### config.mk
export PLATFORM = sky130hd
export DESIGN_NAME = inst_loader
export DESIGN_NICKNAME = d
export VERILOG_FILES = /design/src/rtl/inst_loader.sv
export SDC_FILE = /design/constraint.sdc
export NUM_CORES = 1
export LEC_CHECK = 0
export CAP_MARGIN = 20
export CORE_MARGIN = 3
export CORE_UTILIZATION = 52
export CTS_BUF_LIST = sky130_fd_sc_hd__clkbuf_4 sky130_fd_sc_hd__clkbuf_8
export DETAILED_ROUTE_END_ITERATION = 16
export PLACE_DENSITY = 0.77
export SYNTH_ARGS = -nofsm -noshare
export SYNTH_HDL_FRONTEND = slang
export SYNTH_SLANG_ARGS = --single-unit
### constraint.sdc
create_clock -name i_clk -period 2.35 [get_ports i_clk]
set_input_delay 0.705 -clock i_clk [delete_from_list [all_inputs] [get_ports i_clk]]
set_output_delay 0.705 -clock i_clk [all_outputs]
set_load 0.02 [all_outputs]
### src/rtl/inst_loader.sv
// ---------------------------------------------------------------------------
// inst_loader
//
// Boot-time writer for the instruction memory. A session starts with i_start
// and receives a little-endian 32-bit word count (4 header bytes). That header
// is followed by the payload, four bytes per instruction word. Each assembled
// word is written once on the instruction-memory port. The CPU is held in
// reset until a complete, valid image has been written.
//
// Optional feature (macro INST_LOADER_CSUM_EN):
//   When the macro is defined, a trailer byte follows the payload. The
//   trailer must equal the modulo-256 sum of all payload bytes. A match ends
//   in DONE; a mismatch ends in ERR. When the macro is undefined there is no
//   trailer and no sum logic.
//
// Parameters:
//   MEM_SIZE    instruction-memory depth in words; largest accepted length
//
// Ports:
//   i_clk       clock
//   i_rst_n     asynchronous active-low reset
//   i_start     single-cycle pulse, begins a session (ignored while busy)
//   i_rx_data   incoming byte
//   i_rx_valid  i_rx_data valid
//   o_rx_ready  byte accepted on this edge when i_rx_valid is also high
//   o_we        instruction-memory write strobe, one cycle per word
//   o_waddr     byte address of the word being written
//   o_wdata     word being written
//   o_busy      session in progress
//   o_done      image loaded successfully
//   o_err       session aborted
//   o_cpu_hold  1 = keep CPU in reset
// ---------------------------------------------------------------------------
`ifndef XLEN
`define XLEN 32
`endif
`ifndef INST_WIDTH
`define INST_WIDTH 32
`endif

module inst_loader #(
    parameter int MEM_SIZE = 1024
) (
    input  logic                   i_clk,
    input  logic                   i_rst_n,
    input  logic                   i_start,
    input  logic [7:0]             i_rx_data,
    input  logic                   i_rx_valid,
    output logic                   o_rx_ready,
    output logic                   o_we,
    output logic [`XLEN-1:0]       o_waddr,
    output logic [`INST_WIDTH-1:0] o_wdata,
    output logic                   o_busy,
    output logic                   o_done,
    output logic                   o_err,
    output logic                   o_cpu_hold
);

    localparam int XW = `XLEN;
    localparam int IW = `INST_WIDTH;

    typedef enum logic [2:0] {
        S_IDLE,
        S_HDR,
        S_DATA,
        S_WRITE,
        S_DONE,
        S_ERR
`ifdef INST_LOADER_CSUM_EN
        , S_CSUM
`endif
    } state_t;

    // State entered once the last word has been written (or on a zero length).
`ifdef INST_LOADER_CSUM_EN
    localparam state_t S_FINAL = S_CSUM;
`else
    localparam state_t S_FINAL = S_DONE;
`endif

    state_t        state_q,    state_d;
    logic [1:0]    byte_cnt_q, byte_cnt_d;
    logic [31:0]   len_q,      len_d;
    logic [31:0]   word_idx_q, word_idx_d;
    logic [IW-1:0] asm_q,      asm_d;
`ifdef INST_LOADER_CSUM_EN
    logic [7:0]    sum_q,      sum_d;
`endif

    logic          accept;
    logic [31:0]   hdr_len;

    // Registered-state decodes only: no combinational path from inputs.
`ifdef INST_LOADER_CSUM_EN
    assign o_rx_ready = (state_q == S_HDR) || (state_q == S_DATA) || (state_q == S_CSUM);
    assign o_busy     = (state_q == S_HDR) || (state_q == S_DATA) || (state_q == S_WRITE)
                     || (state_q == S_CSUM);
`else
    assign o_rx_ready = (state_q == S_HDR) || (state_q == S_DATA);
    assign o_busy     = (state_q == S_HDR) || (state_q == S_DATA) || (state_q == S_WRITE);
`endif
    assign o_we       = (state_q == S_WRITE);
    assign o_waddr    = (state_q == S_WRITE) ? XW'(word_idx_q << 2) : '0;
    assign o_wdata    = (state_q == S_WRITE) ? asm_q : '0;
    assign o_done     = (state_q == S_DONE);
    assign o_err      = (state_q == S_ERR);
    assign o_cpu_hold = (state_q != S_DONE);

    assign accept  = i_rx_valid && o_rx_ready;
    // Full length as it will be once the 4th header byte (MSB) is taken.
    assign hdr_len = {i_rx_data, len_q[23:0]};

    always_comb begin
        state_d    = state_q;
        byte_cnt_d = byte_cnt_q;
        len_d      = len_q;
        word_idx_d = word_idx_q;
        asm_d      = asm_q;
`ifdef INST_LOADER_CSUM_EN
        sum_d      = sum_q;
`endif
        case (state_q)
            S_IDLE, S_DONE, S_ERR: begin
                if (i_start) begin
                    state_d    = S_HDR;
                    byte_cnt_d = '0;
                    len_d      = '0;
                    word_idx_d = '0;
                    asm_d      = '0;
`ifdef INST_LOADER_CSUM_EN
                    sum_d      = '0;
`endif
                end
            end
            S_HDR: begin
                if (accept) begin
                    len_d[8*byte_cnt_q +: 8] = i_rx_data;
                    byte_cnt_d = byte_cnt_q + 2'd1;
                    if (byte_cnt_q == 2'd3) begin
                        if (hdr_len == 32'd0)
                            state_d = S_FINAL;
                        else if (hdr_len > 32'(MEM_SIZE))
                            state_d = S_ERR;
                        else
                            state_d = S_DATA;
                    end
                end
            end
            S_DATA: begin
                if (accept) begin
                    asm_d[8*byte_cnt_q +: 8] = i_rx_data;
                    byte_cnt_d = byte_cnt_q + 2'd1;
`ifdef INST_LOADER_CSUM_EN
                    sum_d = sum_q + i_rx_data;
`endif
                    if (byte_cnt_q == 2'd3)
                        state_d = S_WRITE;
                end
            end
            S_WRITE: begin
                word_idx_d = word_idx_q + 32'd1;
                if (word_idx_q + 32'd1 == len_q)
                    state_d = S_FINAL;
                else
                    state_d = S_DATA;
            end
`ifdef INST_LOADER_CSUM_EN
            S_CSUM: begin
                if (accept)
                    state_d = (i_rx_data == sum_q) ? S_DONE : S_ERR;
            end
`endif
            default: state_d = S_IDLE;
        endcase
    end

    always_ff @(posedge i_clk or negedge i_rst_n) begin
        if (!i_rst_n) begin
            state_q    <= S_IDLE;
            byte_cnt_q <= '0;
            len_q      <= '0;
            word_idx_q <= '0;
            asm_q      <= '0;
`ifdef INST_LOADER_CSUM_EN
            sum_q      <= '0;
`endif
        end else begin
            state_q    <= state_d;
            byte_cnt_q <= byte_cnt_d;
            len_q      <= len_d;
            word_idx_q <= word_idx_d;
            asm_q      <= asm_d;
`ifdef INST_LOADER_CSUM_EN
            sum_q      <= sum_d;
`endif
        end
    end

endmodule
==> results.yml <==
floorplan:
  ios: 82
  die_h_um: 116
  die_x_um: 116
  row_count: 39
  dieArea_um2: 13500
  core_area_um2: 11700
  start_util_pct: 54.3
final_layout:
  layout-drive-gt1-share_pct: 28.4
  final_area_um2: 8070
  diodes: 0
  layout.nets: 888
  instances_no_fill: 1019
  syn_to_final_growth_pct: 27.4
global_routing:
  antenna_found_initial: 0
  grtUsageTotal_pct: 30.1
  grt_pass1_wl_um: 31900
  grt_overflow: 0
  grt_pass1_vias: 6233
  grt_start_max_net_pins: 36
sta:
  rsz0062_at_grt: "true"
  setup_ws_ns: -0.153
  whs_ns: 0.273
  slew_headroom_pct: 50.3
  fmax_mhz: 399
  post-route-period-util_pct: 107
  worstMarginPinSlew_ns: 0.743
  setup_viol: 2
  skew_ns: 0.0139
  maxSlewViolCount: 0
  fin_crit_ns: 2.50
  hold_viol: 0
  fin_tns_setup_ns: -0.299
logic_synthesis:
  ys_seq_elements: 101
  yosysWarnings: 0
  synth_area_leader_cell: "dfrtp_1"
  syn-instance-count: 721
  synthTopCellsByCount: "dfrtp_1 (101), nand2_1 (77), o21ai_0 (76), and3_1 (65), nor2_1 (44)"
  avgSynthCellArea_um2: 8.78
  synth_edf_count: 0
  async_flop_share_pct: 100
  syn_area_um2: 6330
  synth_area_leaders: "dfrtp_1 (40%), and3_1 (6.4%), o21ai_0 (6.0%)"
  synth.most_common_cell: "dfrtp_1"
  synthDistinctLibCells: 66
  yosysSeqAreaShare_pct: 39.9
  yosysTopAreaCellShare_pct: 39.9
  synth_flop_cell: "dfrtp_1"
pwr:
  pwr_density_cell_nw_per_um2: 780
  ir_drop_v: 0.000510
  p_leak_nw: 3.97
placement:
  placed_cell_area_um2: 7830
  placedCellCount: 990
  dp_hpwl_um: 13700
  numPortBuffers: 79
  pre_cts_ws_ns: -0.314
  gp_routability_congestion: 0.938
route:
  ant_nets: 0
  drc_errors: 0
  routed_via_density: 6.23
  via_count: 6345
  drtIter0Drc: 644
  dr.pass1.iters: 5
  wire_per_inst_um: 19.7
  wl_um: 20100
run:
  drv_cap: 0
clock_tree:
  cts.sinks: 101
  cts_tree: "yes"
  clk_latency_ns: 0.40
  h-tree-depth: 3
  clk_path_buf_depth: 2
  cts_buffers: 9
  ctsHoldBuffers: 0
  cts_root_buf: "clkbuf_8"
  clkSlewWorstSetupHoldPaths_ns: 0.11
critical_path:
  worstPathArrival_ns: 2.84
  start_kind: "flop"
  critPathRequiredTime_ns: 2.68
  crit_type: "reg -> reg"
  path_max_fanout: 5
  cp-end-kind: "flop"
  reg2reg_slack_ns: -0.15
hold_path:
  min_path_type: "in -> async"
run_status:
  failed_checks: "setup timing"
  status: "complete, but fails checks"
## power breakdown
| part | switching (mW) | internal, mW | leakage, nW |
|---|---|---|---|
| logic | 1.56 | 1.26 | 2.49 |
| registers | 0.355 | 2.02 | 1.38 |
| clock network | 0.680 | 0.417 | 0.0957 |
## per-layer routing
metal	vias up	routed length [um]	GRT usage, %
li1	2907	-	-
met1	3050	8180	40.1
met2	336	9710	49.1
met3	52	1600	4.46
met4	0	621	12.9
met5	-	0	0
## worst max-delay path, cell delays in order, from the launching register on
cell and delay, ns:
dfrtp_1 0.39, buf_4 0.13, nand3_2 0.08, or4_4 0.60, buf_4 0.18, nor4_4 0.13, o22ai_1 0.11, nor4_1 0.30
nand4_1 0.17, nor3_2 0.24, o2bb2ai_1 0.14
## layout make-up
cell class / instances / area (um2)
tap: 143 / 179
sequential: 101 / 2530
clock buffer: 10 / 131
multi-input combinational: 539 / 3480
inverter: 21 / 78.8
fill: 941 / 3600
timing repair buffer: 199 / 1610
clock inverter: 6 / 52.6
## metrics by stage
step                util (%)  total power [mW]
global route            69.2              6.62
CTS                     67.1              6.08
global placement        67.1              4.86
detailed placement      67.1              4.93
floorplan                  -              4.08
finish                  69.2              6.29
## worst paths after layout
kind,startpoint,to,cells past startpoint
max,word_idx_q[6],state_q[2],10
min,i_rst_n,len_q[15],1
min reg2reg,asm_q[27],asm_q[27],2
max in group asynchronous,i_rst_n,state_q[1],2
min in group i_clk,asm_q[27],asm_q[27],2
max reg2reg,word_idx_q[6],state_q[2],10
## flip-flops by register name, indices dropped and copies added, names as in the netlist
register	count
asm_q	32
len_q	32
word_idx_q	32
state_q	3
byte_cnt_q	2
## cells in the final DEF (no fill, tap or decap), types with 20 or more instances in the layout
| master | Yosys | layout |
|---|---|---|
| dfrtp_1 | 101 | 95 |
| nand2_1 | 77 | 76 |
| and3_1 | 65 | 62 |
| xnor2_1 | 28 | 27 |
| inv_1 | 21 | 20 |
| buf_4 | 5 | 151 |
| o21ai_0 | 76 | 76 |
| nand3_1 | 26 | 26 |
| a21oi_1 | 32 | 31 |
| nor2_1 | 44 | 41 |
| a22o_1 | 33 | 33 |
## cells by family after synthesis
kind of cell    Yosys count  synth area share (%)
other cells               1                0.0592
compound gates          189                  19.3
fa+ha+maj                 5                 0.988
simple gates            293                  25.5
flops                   101                  39.9
buf+inv                  82                  7.15
mux                       4                 0.652
xor+xnor                 46                  6.36
## repair_timing
item                       in CTS  in global routing
gates resized for setup       264                 74
pin swaps                       7                  2
cloned                          0                  2
setup buffers                   6                  6
setup endpoints to repair      73                 69
Power figures use the tool's default switching activity.
